--- src/rtl/f7_bias_loader_pkg.sv ---
// Shared definitions for the output-layer bias loaders: FSM encoding and
// a signed saturating left-shift that other layer loaders can reuse.
package f7_bias_loader_pkg;

    typedef enum logic [2:0] {
        ST_IDLE = 3'd0,
        ST_RD   = 3'd1,
        ST_WAIT = 3'd2,
        ST_VLD  = 3'd3,
        ST_DONE = 3'd4
    } f7_state_e;

    // Shift a sign-extended word left and clamp it to a signed wd-bit range.
    // The 40-bit intermediate holds the largest shifted value without overflow.
    function automatic logic signed [31:0] sat_shl(input logic signed [31:0] val,
                                                   input logic [2:0]         sh,
                                                   input int                 wd);
        logic signed [39:0] wide;
        logic signed [39:0] hi;
        logic signed [39:0] lo;
        wide = 40'(val) <<< sh;
        hi   = (40'sd1 <<< (wd - 1)) - 40'sd1;
        lo   = -(40'sd1 <<< (wd - 1));
        if (wide > hi) begin
            wide = hi;
        end else if (wide < lo) begin
            wide = lo;
        end
        return wide[31:0];
    endfunction

endpackage

--- src/rtl/f7_bias_loader_if.sv ---
// Bias memory read port and bias stream towards the f7 accumulator stage.
interface f7_bias_loader_if #(
    parameter int WD = 8,
    parameter int AW = 8
);
    logic          o_rd_en;
    logic [AW-1:0] o_rd_addr;
    logic [WD-1:0] i_rd_data;
    logic          o_bias_en;
    logic          i_ready;
    logic [7:0]    o_b_num;
    logic [WD-1:0] o_bias;

    modport master (
        output o_rd_en, o_rd_addr, o_bias_en, o_b_num, o_bias,
        input  i_rd_data, i_ready
    );

    modport slave (
        input  o_rd_en, o_rd_addr, o_bias_en, o_b_num, o_bias,
        output i_rd_data, i_ready
    );
endinterface

--- src/rtl/f7_bias_sat.sv ---
// Shift/saturate stage applied to a bias word as it is captured from memory.
module f7_bias_sat
    import f7_bias_loader_pkg::*;
#(
    parameter int WD = 8
) (
    input  logic [WD-1:0] din,
    input  logic [2:0]    sh,
    output logic [WD-1:0] dout
);

    assign dout = WD'(sat_shl(32'(signed'(din)), sh, WD));

endmodule

--- src/rtl/f7_bias_loader.sv ---
// Fetches NUM f7 bias words from the bias memory and streams them to the
// accumulator stage. Optional F7_BIAS_SHIFT_EN adds shift/saturate on capture.
//
// state | meaning
// IDLE  | waiting for i_start
// RD    | read strobe for the current index
// WAIT  | memory latency, word captured on the last cycle
// VLD   | bias presented until the consumer takes it
// DONE  | one-cycle completion pulse
module f7_bias_loader
    import f7_bias_loader_pkg::*;
#(
    parameter int WD     = 8,
    parameter int NUM    = 10,
    parameter int AW     = 8,
    parameter int BASE   = 0,
    parameter int RD_LAT = 1
) (
    input  logic                 i_sclk,
    input  logic                 i_rstn,
    input  logic                 i_start,
    input  logic                 i_clear,
    output logic                 o_busy,
    output logic                 o_done,
    input  logic [2:0]           i_shift,
    f7_bias_loader_if.master     bus
);

    localparam logic [2:0] LAT_LOAD = 3'(RD_LAT - 1);
    localparam logic [7:0] LAST_IDX = 8'(NUM - 1);

    f7_state_e     state;
    f7_state_e     state_nxt;
    logic [7:0]    idx;
    logic [2:0]    lat_cnt;
    logic [WD-1:0] word;
    logic [WD-1:0] cap_word;
    logic          xfer;

`ifdef F7_BIAS_SHIFT_EN
    f7_bias_sat #(.WD(WD)) u_sat (
        .din  (bus.i_rd_data),
        .sh   (i_shift),
        .dout (cap_word)
    );
`else
    logic unused_shift;
    assign unused_shift = ^i_shift;
    assign cap_word     = bus.i_rd_data;
`endif

    assign xfer = (state == ST_VLD) && bus.i_ready;

    always_ff @(posedge i_sclk or negedge i_rstn) begin
        if (!i_rstn) begin
            state <= ST_IDLE;
        end else begin
            state <= state_nxt;
        end
    end

    always_comb begin
        state_nxt = state;
        if (i_clear) begin
            state_nxt = ST_IDLE;
        end else begin
            case (state)
                ST_IDLE: if (i_start) state_nxt = ST_RD;
                ST_RD:   state_nxt = ST_WAIT;
                ST_WAIT: if (lat_cnt == 3'd0) state_nxt = ST_VLD;
                ST_VLD:  if (xfer) state_nxt = (idx == LAST_IDX) ? ST_DONE : ST_RD;
                ST_DONE: state_nxt = ST_IDLE;
                default: state_nxt = ST_IDLE;
            endcase
        end
    end

    // Index, latency down-counter and held word; clear discards any read in flight.
    always_ff @(posedge i_sclk or negedge i_rstn) begin
        if (!i_rstn) begin
            idx     <= 8'd0;
            lat_cnt <= 3'd0;
            word    <= '0;
        end else if (i_clear) begin
            idx     <= 8'd0;
            lat_cnt <= 3'd0;
            word    <= '0;
        end else begin
            case (state)
                ST_IDLE: if (i_start) idx <= 8'd0;
                ST_RD:   lat_cnt <= LAT_LOAD;
                ST_WAIT: begin
                    if (lat_cnt == 3'd0) begin
                        word <= cap_word;
                    end else begin
                        lat_cnt <= lat_cnt - 3'd1;
                    end
                end
                ST_VLD:  if (xfer && (idx != LAST_IDX)) idx <= idx + 8'd1;
                default: ;
            endcase
        end
    end

    always_comb begin
        o_busy        = (state != ST_IDLE);
        o_done        = (state == ST_DONE);
        bus.o_rd_en   = (state == ST_RD);
        bus.o_rd_addr = (state == ST_RD) ? (AW'(BASE) + AW'(idx)) : '0;
        bus.o_bias_en = (state == ST_VLD);
        bus.o_b_num   = (state == ST_VLD) ? (idx + 8'd1) : 8'd0;
        bus.o_bias    = word;
    end

endmodule

--- src/flat_wrapper.sv ---
// flat-port wrapper written by rule: the top's interface ports become plain ports
module f7_bias_loader_flat import f7_bias_loader_pkg::*;
#(
    parameter int WD     = 8,
    parameter int NUM    = 10,
    parameter int AW     = 8,
    parameter int BASE   = 0,
    parameter int RD_LAT = 1
)
  (i_sclk, i_rstn, i_start, i_clear, o_busy, o_done, i_shift, bus_o_rd_en, bus_o_rd_addr, bus_o_bias_en, bus_o_b_num, bus_o_bias, bus_i_rd_data, bus_i_ready);
  f7_bias_loader_if #(.WD(WD), .AW(AW)) bus_i ();
  input  logic i_sclk;
  input  logic i_rstn;
  input  logic i_start;
  input  logic i_clear;
  output logic o_busy;
  output logic o_done;
  input  logic [2:0] i_shift;
  output wire logic [$bits(bus_i.o_rd_en)-1:0] bus_o_rd_en;
  output wire logic [$bits(bus_i.o_rd_addr)-1:0] bus_o_rd_addr;
  output wire logic [$bits(bus_i.o_bias_en)-1:0] bus_o_bias_en;
  output wire logic [$bits(bus_i.o_b_num)-1:0] bus_o_b_num;
  output wire logic [$bits(bus_i.o_bias)-1:0] bus_o_bias;
  input wire logic [$bits(bus_i.i_rd_data)-1:0] bus_i_rd_data;
  input wire logic [$bits(bus_i.i_ready)-1:0] bus_i_ready;
  assign bus_o_rd_en = bus_i.o_rd_en;
  assign bus_o_rd_addr = bus_i.o_rd_addr;
  assign bus_o_bias_en = bus_i.o_bias_en;
  assign bus_o_b_num = bus_i.o_b_num;
  assign bus_o_bias = bus_i.o_bias;
  assign bus_i.i_rd_data = bus_i_rd_data;
  assign bus_i.i_ready = bus_i_ready;
  f7_bias_loader #(.WD(WD), .NUM(NUM), .AW(AW), .BASE(BASE), .RD_LAT(RD_LAT)) u_core (.i_sclk(i_sclk), .i_rstn(i_rstn), .i_start(i_start), .i_clear(i_clear), .o_busy(o_busy), .o_done(o_done), .i_shift(i_shift), .bus(bus_i));
endmodule
--- config.mk ---
export PLATFORM = sky130hd
export DESIGN_NAME = f7_bias_loader_flat
export DESIGN_NICKNAME = d
export VERILOG_FILES = /design/src/rtl/f7_bias_loader_pkg.sv /design/src/rtl/f7_bias_loader_if.sv /design/src/rtl/f7_bias_sat.sv /design/src/rtl/f7_bias_loader.sv /design/src/flat_wrapper.sv
export SDC_FILE = /design/constraint.sdc
export NUM_CORES = 1
export LEC_CHECK = 0
export CAP_MARGIN = 10
export CORE_MARGIN = 8
export CORE_UTILIZATION = 49
export CTS_CLUSTER_DIAMETER = 80
export DETAILED_ROUTE_END_ITERATION = 10
export GPL_ROUTABILITY_DRIVEN = 0
export PLACE_DENSITY = 0.83
export RECOVER_POWER = 50
export SYNTH_ARGS = -nofsm -noshare
export SYNTH_HDL_FRONTEND = slang
export SYNTH_HIERARCHICAL = 1
export SYNTH_SLANG_ARGS = --single-unit
--- constraint.sdc ---
create_clock -name i_sclk -period 4.2 [get_ports i_sclk]
set_input_delay 0.42 -clock i_sclk [delete_from_list [all_inputs] [get_ports i_sclk]]
set_output_delay 0.42 -clock i_sclk [all_outputs]
set_load 0.1 [all_outputs]
After elaboration in Yosys (flattened, before gate mapping)
Cells that the tools add are included.
Cells by class
  $add $sub $neg: 2
  mux-type cells: 18
  equal/unequal tests: 11
  reduce and logical (&&, ||, !) cells: 13
Operator list (number)
  $mux W8: 8
  $mux W3: 7
  $pmux W8 S2: 1
  $pmux W3 S4: 1
  $ne A3 B2 Y1 const B: 3
  $reduce_bool A3 Y1: 3
  $add A8 B1 Y8 const B: 1
  $eq A8 B4 Y1 const B: 1
  $ne A8 B4 Y1 const B: 1
  $eq A3 B2 Y1 const B: 2
  $logic_not A3 Y1: 2
  $ne A3 B3 Y1 const B: 2
  $pmux W3 S2: 1
  $reduce_and A3 Y1: 2
  $reduce_and A2 Y1: 2
  $reduce_bool A2 Y1: 2
  $eq A3 B1 Y1 const B: 1
  $eq A3 B3 Y1 const B: 1
  $sub A3 B1 Y3 const B: 1
  $logic_and A1 B1 Y1: 2
Storage, ports and cells
  logic and storage cells: 48
  bits of input ports: 16
  flip-flop bits (word level): 22

Longest topological paths before layout
Gate-level depths: netlist of run 1.
  depth in word-level cells: 6
  gate-level depth with buffers: 7
  gate-level depth less buffers: 7

Worst setup path before layout of run 1
OpenSTA, ideal clock, no wires.
  path kind: register to output
  start: register u_core.state[1]
  end: output port bus_o_rd_addr[0]
  stages on the path, launching flop included: 6
  slack: 778 ps
  required time: 3780 ps
  arrival time: 3002 ps
  buffers on the path: 1
  path through: dfrtp_1 buf_4 inv_1 nand2_1 nor2_1 and2_1
Between the ends
  cells in the longest elaborated chain, start to end: 2
RTL lines
  from (decl): line f7_bias_loader.sv:32  | f7_state_e state;
  from (signal assigned): line f7_bias_loader.sv:58  | state <= state_nxt;
  $eq A3 B1 Y1
  named net bus_o_rd_en: line flat_wrapper.sv:19  | output wire logic [$bits(bus_i.o_rd_en)-1:0] bus_o_rd_en;
  $mux W8: line f7_bias_loader.sv:109  | bus.o_rd_addr = (state == ST_RD) ? (AW'(BASE) + AW'(idx)) : '0;
  to (decl): line flat_wrapper.sv:20  | output wire logic [$bits(bus_i.o_rd_addr)-1:0] bus_o_rd_addr;
The timed path passes the listed nets, and every way through them passes these cells.

Worst setup path in the final report of run 1
  start: register u_core.state[1]
  end: output port bus_o_rd_addr[2]
Between the ends
  cells in the longest elaborated chain, start to end: 2
RTL lines (line)
  $eq A3 B1 Y1: f7_bias_loader.sv:109
  $mux W8: f7_bias_loader.sv:109
No other way between the ends.

==> results of run 1 <==
-- logic make-up (layout without fill, tap and decap cells) --
family | count (synthesis) | count (layout)
simple gates | 73 | 73
fa+ha+maj | 4 | 4
buf+inv | 17 | 52
flops | 22 | 22
xor+xnor | 5 | 5
compound gates | 34 | 34
-- through the flow --
step	utilization (%)	setup WS, ps	hold slack, ps
floorplan	-	778	124
global route	66.9	744	563
global placement	65.0	1340	510
CTS	66.9	888	533
detailed placement	65.0	1250	516
finish	66.9	896	530
-- report_power, final --
part           internal, mW  switching [mW]  leakage [nW]
clock network        0.0964          0.0681        0.0279
logic                0.0618           0.160         0.387
registers             0.225          0.0226         0.302
-- worst min-delay path, delay by kind of cell (launching register included) --
family	cells	cell delay, ps
AND/OR/NAND/NOR	1	60
AO/OA/AOI/OAI	1	50
flip-flops	1	400
-- sequential cells by signal, indices dropped and copies added, names as in the netlist --
register / count
u_core/lat_cnt: 3
u_core/idx: 8
u_core/state: 3
u_core/bus.o_bias: 8
-- how the worst min path moves through the flow --
stage                                                   to
after floorplan           u_core/bus.o_bias[0]$_DFFE_PN0P_
after global placement    u_core/bus.o_bias[1]$_DFFE_PN0P_
after detailed placement  u_core/bus.o_bias[4]$_DFFE_PN0P_
after CTS                 u_core/bus.o_bias[4]$_DFFE_PN0P_
after global routing      u_core/bus.o_bias[4]$_DFFE_PN0P_
final                     u_core/bus.o_bias[4]$_DFFE_PN0P_
-- routing by layer --
metal,vias up,routed length [um]
met4,0,14
li1,621,-
met2,44,1740
met5,-,0
met3,2,338
met1,634,1530
-- cell usage in the layout, fill, tap and decap left out, drive strengths merged, types with 2 or more instances in the layout --
| cell type | Yosys | final |
|---|---|---|
| dlygate4sd3 | 0 | 3 |
| dfrtp | 22 | 22 |
| o22ai | 2 | 2 |
| inv | 8 | 8 |
| and3 | 4 | 4 |
| o32ai | 3 | 3 |
| ha | 4 | 4 |
| nand2b | 2 | 2 |
| nand3 | 6 | 6 |
| nor2 | 16 | 16 |
| a21oi | 13 | 13 |
| nor3 | 5 | 5 |
| xnor2 | 5 | 5 |
| nand2 | 23 | 23 |
| a311oi | 2 | 2 |
| nor4 | 2 | 2 |
| a31oi | 7 | 7 |
| and2 | 6 | 6 |
| clkbuf | 3 | 3 |
| nand3b | 3 | 3 |
| clkdlybuf4s50 | 0 | 37 |
-- area by class of cell --
class / count / area share (%)
multi-input combinational: 116 / 40.9
tap: 31 / 2.14
sequential: 22 / 30.3
inverter: 8 / 1.66
timing repair buffer: 40 / 22.1
clock inverter: 1 / 1.66
clock buffer: 3 / 1.24
==> results.sh, run 1 <==
export IMPL_status="finished, final reports clean"
export IMPL_overflow=0
export IMPL_fin_cells=221
export IMPL_nFillCells=221
export IMPL_fin_tns_setup_ps=0
export IMPL_ys_ff_latch=22
export IMPL_cts_resized=0
export IMPL_drt_iter0_markers=65
export IMPL_clk_pin_slew_ps=130
export IMPL_vias=1301
export IMPL_fin_nets=211
export IMPL_hold_depth=2
export IMPL_wl_per_cell_um=16.4
export IMPL_cts_buffers=3
export IMPL_fin_area_um2=1810
export IMPL_reg2reg_slack_ps=1810
export IMPL_met1_usage_pct=18.4
export IMPL_yosys_area_share_simple_pct=29.3
export IMPL_htree_levels=1
export IMPL_grt_use_total_pct=16.2
export IMPL_min_delay_start="u_core/bus.o_bias[4]$_DFFE_PN0P_"
export IMPL_core_um2=2710
export IMPL_yosysTopAreaCellShare_pct=40.2
export IMPL_io_buffers=40
export IMPL_hold_viol_final=0
export IMPL_start_util_pct=50.5
export IMPL_finalMaxSlewViolations=0
export IMPL_synthesis_nets=175
export IMPL_cts_tree="yes"
export IMPL_fmax_mhz=303
export IMPL_io_pin_count=44
export IMPL_min_period_over_period_pct=78.7
export IMPL_yosysSeqAreaShare_pct=40.2
export IMPL_synth_edf_count=0
export IMPL_ys_warn_count=6
export IMPL_placed_cell_area_um2=1760
export IMPL_r2r_end="u_core/state[0]$_DFFE_PN0P_"
export IMPL_drt_wl_total_um=3630
export IMPL_worstPathArrival_ps=2880
export IMPL_ff2ff_path_depth=4
export IMPL_synthToLayoutAreaGrowth_pct=32.5
export IMPL_rows=19
export IMPL_multi_input_area_um2=742
export IMPL_drive_above_1_share_pct=7.89
export IMPL_r2r_start="u_core/state[1]$_DFFE_PN0P_"
export IMPL_slew_headroom_pct=1.76
export IMPL_crit_family="buffers and inverters"
export IMPL_ir_worst_vdd_mv=0.301
export IMPL_synthCells=155
export IMPL_p_leak_nw=0.717
export IMPL_dr_pass1_iters=4
export IMPL_end_kind="primary output"
export IMPL_ctsHoldBuffers=0
export IMPL_clock_latency_ps=310
export IMPL_maxCapViolations=0
export IMPL_syn_avg_cell_area_um2=8.83
export IMPL_synth_area_um2=1370
export IMPL_rsz0062_at_grt="false"
export IMPL_met3_usage_pct=5.17
export IMPL_grt_pass1_wl_um=5980
export IMPL_top_usage_layer="met2"
export IMPL_dp_cells=217
export IMPL_slowest_stage="clkdlybuf4s50_1"
export IMPL_antenna_left=0
export IMPL_synth_fa_ha_area_share_pct=3.66
export IMPL_synth_compound_area_share_pct=18.0
export IMPL_synthTopCellsByArea="dfrtp_1 (40%), nand2_1 (6.0%), a21oi_1 (4.8%), nor2_1 (4.1%), ha_1 (3.7%)"
export IMPL_synth_largest_area_cell="dfrtp_1"
export IMPL_dp_hpwl_um=2670
export IMPL_endpoint="bus_o_rd_addr[2]"
export IMPL_worstMarginPinSlew_ps=1460
export IMPL_ys_async_sr_fraction_pct=100
export IMPL_vias_per_cell=5.89
export IMPL_fin_skew_ps=1.12
export IMPL_cts_sinks=22
export IMPL_cts_setup_buffers=0
export IMPL_die_h_um=68.9
export IMPL_path_max_fanout=12
export IMPL_path_cells="inv_1 -> nand2_1 -> nor2_1 -> and2_2 -> clkdlybuf4s50_1"
export IMPL_drc_errors=0
export IMPL_cp_depth=5
export IMPL_setup_viol=0
export IMPL_crit_buf_inv=2
export IMPL_period_minus_slack_ps=3300
export IMPL_synth_top_family_by_area="simple AND/OR/NAND/NOR gates"
export IMPL_grt_pass1_vias=1328
export IMPL_grt_util_met2_pct=27.8
export IMPL_clockBufferDepth=2
export IMPL_die_area_um2=4740
export IMPL_root_buffer="clkbuf_4"
export IMPL_required_ps=3780
export IMPL_power_total_mw=0.634
export IMPL_crit_start="u_core/state[1]$_DFFE_PN0P_"
export IMPL_diodes=0
export IMPL_grt_max_degree=23
export IMPL_p_per_area_nw_per_um2=349
export IMPL_slowest_delay_ps=1120
export IMPL_synthMuxAreaShare_pct=0
export IMPL_synth_cell_types=41
export IMPL_critical_path_class="flip-flop to primary output"
export IMPL_synthFlopType="dfrtp_1"
export IMPL_critPathLaunchType="flip-flop"
export IMPL_synthXorXnorAreaFrac_pct=3.20
export IMPL_die_w_um=68.9
export IMPL_seqCellArea_um2=551
export IMPL_synthTopCellsByCount="dfrtp_1 (22), nand2_1 (22), nor2_1 (15)"
export IMPL_hp_class="flip-flop to flip-flop"
export IMPL_grt_antenna_before_repair=0
(Power assumes the default switching activity.)
==> inputs of run 2 (changes only) <==
--- a/config.mk
+++ b/config.mk
@@ -7,11 +7,11 @@
 export LEC_CHECK = 0
 export CAP_MARGIN = 10
 export CORE_MARGIN = 8
-export CORE_UTILIZATION = 49
+export CORE_UTILIZATION = 46
 export CTS_CLUSTER_DIAMETER = 80
 export DETAILED_ROUTE_END_ITERATION = 10
 export GPL_ROUTABILITY_DRIVEN = 0
-export PLACE_DENSITY = 0.83
+export PLACE_DENSITY = 0.79
 export RECOVER_POWER = 50
 export SYNTH_ARGS = -nofsm -noshare
 export SYNTH_HDL_FRONTEND = slang
==> constraint.sdc (replaced) <==
create_clock -name i_sclk -period 3.3 [get_ports i_sclk]
set_input_delay 0.33 -clock i_sclk [delete_from_list [all_inputs] [get_ports i_sclk]]
set_output_delay 0.33 -clock i_sclk [all_outputs]
set_load 0.1 [all_outputs]
==> run 2 against run 1 <==
Compared with the run above: setup slack better by 44 ps; first-iteration DRC count is 3.1% lower; largest cell class unchanged; critical path depth is 2 lower; worst hold slack worse by 1.4 ps; critical path type unchanged; final cell count stayed put.
==> results.sh, run 2 (same netlist as run 1, synthesis figures left out) <==
export IMPL_cts_buffers=3
export IMPL_vias_per_cell=5.88
export IMPL_hold_slack_ps=529
export IMPL_grt_antenna_before_repair=0
export IMPL_root_buffer="clkbuf_4"
export IMPL_cts_tree="yes"
export IMPL_htree_levels=1
export IMPL_clock_latency_ps=300
export IMPL_critical_path_class="flip-flop to primary output"
export IMPL_period_minus_slack_ps=2360
export IMPL_p_per_area_nw_per_um2=409
export IMPL_layout_common_cells="nand2_1 (22), dfrtp_1 (22), buf_4 (20)"
export IMPL_reg2reg_slack_ps=980
export IMPL_finalMaxSlewViolations=0
export IMPL_grt_use_total_pct=14.3
export IMPL_core_um2=2780
export IMPL_dr_pass1_iters=4
export IMPL_path_cells="nor2_1 -> nand2_1 -> clkbuf_1"
export IMPL_drt_iter0_markers=63
export IMPL_critPathLaunchType="flip-flop"
export IMPL_maxCapViolations=0
export IMPL_hold_viol_final=0
export IMPL_status="finished, final reports clean"
export IMPL_overflow=0
export IMPL_diodes=0
export IMPL_required_ps=2970
export IMPL_worstPathArrival_ps=2030
export IMPL_grt_pass1_wl_um=6060
export IMPL_drt_wl_total_um=3570
export IMPL_drive_above_1_share_pct=18.4
export IMPL_p_leak_nw=0.743
export IMPL_ctsHoldBuffers=0
export IMPL_synthToLayoutAreaGrowth_pct=27.1
export IMPL_start_util_pct=49.2
export IMPL_min_period_over_period_pct=71.5
export IMPL_ir_worst_vdd_mv=0.287
export IMPL_fin_util_pct=62.6
export IMPL_fmax_mhz=424
export IMPL_grt_max_degree=23
export IMPL_seqCellArea_um2=551
export IMPL_path_max_fanout=10
export IMPL_slowest_stage="clkbuf_1"
export IMPL_clockBufferDepth=2
export IMPL_rsz0062_at_grt="false"
export IMPL_die_area_um2=4980
export IMPL_io_buffers=40
export IMPL_cts_setup_buffers=0
export IMPL_dp_hpwl_um=2670
export IMPL_clk_pin_slew_ps=110
export IMPL_slowest_delay_ps=870
export IMPL_fin_nets=212
export IMPL_slew_headroom_pct=6.02
export IMPL_hp_class="flip-flop to flip-flop"
export IMPL_end_kind="primary output"
export IMPL_wl_per_cell_um=16.1
export IMPL_cts_sinks=22
export IMPL_cts_resized=0
export IMPL_io_pin_count=44
export IMPL_vias=1299
export IMPL_nFillCells=245
export IMPL_grt_pass1_vias=1309
export IMPL_setup_viol=0
export IMPL_die_w_um=70.6
export IMPL_power_total_mw=0.712
export IMPL_rows=19
export IMPL_drc_errors=0
export IMPL_fin_tns_setup_ps=0
export IMPL_die_h_um=70.6
export IMPL_multi_input_area_um2=744
export IMPL_fin_skew_ps=5.09
export IMPL_worstMarginPinSlew_ps=1390
export IMPL_antenna_left=0
==> run 2: final cells by class <==
| cell class | instances | share of cell area [%] |
|---|---|---|
| clock buffer | 3 | 1.29 |
| inverter | 8 | 1.73 |
| multi-input combinational | 116 | 42.8 |
| sequential | 22 | 31.6 |
| tap | 31 | 2.23 |
| timing repair buffer | 41 | 20.3 |
==> run 2: critical path: cells and delay by family (launching register included) <==
family,cells,cell delay [ps]
buffers and inverters,1,870
flip-flops,1,570
AND/OR/NAND/NOR,2,280
==> run 2: worst paths after layout <==
check                                            startpoint                                to  cells past startpoint
hold / removal             u_core/bus.o_bias[0]$_DFFE_PN0P_  u_core/bus.o_bias[0]$_DFFE_PN0P_                      2
hold reg to reg            u_core/bus.o_bias[0]$_DFFE_PN0P_  u_core/bus.o_bias[0]$_DFFE_PN0P_                      2
setup reg to reg                u_core/state[1]$_DFFE_PN0P_         u_core/idx[1]$_DFFE_PN0P_                      4
setup / recovery                u_core/state[2]$_DFFE_PN0P_                            o_busy                      3
min in group asynchronous                            i_rstn     u_core/lat_cnt[1]$_DFFE_PN0P_                      1
max in group asynchronous                            i_rstn  u_core/bus.o_bias[0]$_DFFE_PN0P_                      1
==> run 2: through the flow <==
| step | setup WS [ps] | std cells | area, um2 |
|---|---|---|---|
| 6_report | 940 | 221 | 1740 |
| 5_1_grt | 805 | 221 | 1740 |
| 4_1_cts | 1010 | 221 | 1740 |
| 3_5_place_dp | 1130 | 218 | 1720 |
| 3_3_place_gp | 1170 | 218 | 1720 |
| 2_1_floorplan | 210 | 155 | 1370 |
==> run 2: report_power, final <==
part / internal (mW) / switching (mW) / total [mW]
Sequential: 0.286 / 0.0273 / 0.313
Combinational: 0.0746 / 0.203 / 0.277
Clock: 0.0426 / 0.0784 / 0.121
Total: 0.403 / 0.308 / 0.712
==> run 2: metal layers <==
metal	share of wire, %	global-route usage, %
met4	0.95	5.69
met3	7.3	4.32
met2	48	23.8
met1	43	16.8
met5	0	0
==> inputs of run 3 (changes only) <==
--- a/config.mk
+++ b/config.mk
@@ -7,11 +7,11 @@
 export LEC_CHECK = 0
 export CAP_MARGIN = 10
 export CORE_MARGIN = 8
-export CORE_UTILIZATION = 46
+export CORE_UTILIZATION = 41
 export CTS_CLUSTER_DIAMETER = 80
 export DETAILED_ROUTE_END_ITERATION = 10
 export GPL_ROUTABILITY_DRIVEN = 0
-export PLACE_DENSITY = 0.79
+export PLACE_DENSITY = 0.74
 export RECOVER_POWER = 50
 export SYNTH_ARGS = -nofsm -noshare
 export SYNTH_HDL_FRONTEND = slang
==> constraint.sdc (replaced) <==
create_clock -name i_sclk -period 2.1 [get_ports i_sclk]
set_input_delay 0.21 -clock i_sclk [delete_from_list [all_inputs] [get_ports i_sclk]]
set_output_delay 0.21 -clock i_sclk [all_outputs]
set_load 0.1 [all_outputs]
==> run 3 against run 2 <==
Compared with the run above: power grew 88%; via count grew 0.31%; global-route usage grew 0.53 points; final cell count grew 9.5%; flip-flop and latch count is the same; critical path type unchanged; critical endpoint is now bus_o_b_num[7]; largest cell class unchanged.
==> results.sh, run 3 (same netlist as run 1, synthesis figures left out) <==
export IMPL_grt_pass1_wl_um=6460
export IMPL_nFillCells=298
export IMPL_r2r_start="u_core/idx[1]$_DFFE_PN0P_"
export IMPL_drt_wl_total_um=3790
export IMPL_clk_pin_slew_ps=140
export IMPL_vias_per_cell=5.38
export IMPL_die_h_um=73.8
export IMPL_hold_viol_final=0
export IMPL_root_buffer="clkbuf_4"
export IMPL_status="finished, final reports clean"
export IMPL_fin_ws_ps=79.6
export IMPL_io_pin_count=44
export IMPL_pre_cts_ws_ps=313
export IMPL_end_kind="primary output"
export IMPL_ctsHoldBuffers=0
export IMPL_fmax_mhz=495
export IMPL_finalMaxSlewViolations=0
export IMPL_dp_hpwl_um=2870
export IMPL_fin_area_um2=2080
export IMPL_vias=1303
export IMPL_min_to="u_core/bus.o_bias[6]$_DFFE_PN0P_"
export IMPL_period_minus_slack_ps=2020
export IMPL_grt_antenna_before_repair=0
export IMPL_overflow=0
export IMPL_layout_commonest_cell="nand2_1"
export IMPL_drc_errors=0
export IMPL_die_w_um=73.8
export IMPL_ff2ff_path_depth=6
export IMPL_critical_path_class="flip-flop to primary output"
export IMPL_reg2reg_slack_ps=280
export IMPL_power_total_mw=1.34
export IMPL_cts_tree="yes"
export IMPL_grt_max_degree=23
export IMPL_hold_depth=3
export IMPL_dr_pass1_iters=4
export IMPL_min_period_over_period_pct=96.2
export IMPL_setup_viol=0
export IMPL_critPathLaunchType="flip-flop"
export IMPL_worstPathArrival_ps=1810
export IMPL_drt_iter0_markers=92
export IMPL_io_buffers=40
export IMPL_hp_class="input port to flip-flop"
export IMPL_htree_levels=1
export IMPL_r2r_end="u_core/idx[5]$_DFFE_PN0P_"
export IMPL_fin_nets=217
export IMPL_rows=21
export IMPL_clockBufferDepth=2
export IMPL_start_util_pct=41.7
export IMPL_placed_cell_area_um2=2030
export IMPL_fin_tns_setup_ps=0
export IMPL_ir_worst_vdd_mv=0.325
export IMPL_antenna_left=0
export IMPL_worstMarginPinSlew_ps=1250
export IMPL_slew_headroom_pct=16.9
export IMPL_wl_per_cell_um=15.7
export IMPL_cts_sinks=22
export IMPL_rsz0062_at_grt="false"
export IMPL_clock_latency_ps=320
export IMPL_grt_use_total_pct=14.8
export IMPL_core_um2=3280
export IMPL_hold_slack_ps=419
export IMPL_layout_common_cells="nand2_1 (21), buf_12 (20), dfrtp_1 (19)"
export IMPL_path_max_fanout=7
export IMPL_grt_pass1_vias=1358
export IMPL_drive_above_1_share_pct=29.6
export IMPL_p_leak_nw=0.835
export IMPL_required_ps=1890
export IMPL_diodes=0
export IMPL_p_per_area_nw_per_um2=643
export IMPL_maxCapViolations=0
export IMPL_min_delay_start="bus_i_rd_data[6]"
export IMPL_die_area_um2=5440
export IMPL_cts_buffers=3
export IMPL_synthToLayoutAreaGrowth_pct=51.7
export IMPL_fin_skew_ps=15.0
run 3: changes by cell type in the layout (fill, tap and decap cells not counted), sizes merged:
cell,before,now
buf,20,26
bufinv,0,1
clkbuf,4,11
clkdlybuf4s50,19,11
run 3: metal layers:
layer	wire (um)	global-route usage [%]	part of all wire, %
met1	1520	16.9	40
met2	1940	25.2	51
met3	329	5.73	8.7
met4	8	3.55	0.21
met5	0	0	0
run 3: cell type report:
class | count | area, um2 | area share [%]
multi-input cells | 116 | 786 | 37.8
repair buffers | 46 | 597 | 28.7
flip-flops and latches | 22 | 554 | 26.7
well taps | 46 | 57.6 | 2.77
clock inverters | 1 | 30.0 | 1.45
inverters | 8 | 30.0 | 1.45
clock buffers | 3 | 22.5 | 1.08
run 3: what timing repair did:
item / in CTS / in global routing
pin swaps: 0 / 1
endpoints found under the setup margin: 7 / 9
gates resized for setup: 2 / 3
setup buffers: 0 / 2
run 3: per-stage QoR:
stage,instances,utilization (%)
after detailed placement,236,61.8
after floorplan,155,-
after global routing,242,63.2
final,242,63.2
after CTS,240,63.5
after global placement,236,61.8
run 3: critical path, cell delays in order, from the launching register on:
cell and delay, ps:
dfrtp_2 490, nand3_1 180, nor3_2 310, xnor2_1 110, nor2_1 190, buf_12 210
run 3: how the worst max path moves through the flow:
stage                                      from                         to  depth (start not counted)
finish                u_core/idx[2]$_DFFE_PN0P_             bus_o_b_num[7]                          5
global route          u_core/idx[2]$_DFFE_PN0P_             bus_o_b_num[7]                          5
CTS                   u_core/idx[0]$_DFFE_PN0P_             bus_o_b_num[6]                          6
detailed placement                      i_clear  u_core/idx[3]$_DFFE_PN0P_                          5
global placement                        i_clear  u_core/idx[3]$_DFFE_PN0P_                          5
floorplan           u_core/state[2]$_DFFE_PN0P_             bus_o_b_num[2]                          4
run 3: report_power, final:
part	switching [mW]	internal, mW
clock network	0.139	0.193
logic	0.345	0.166
registers	0.0417	0.452
total	0.525	0.810
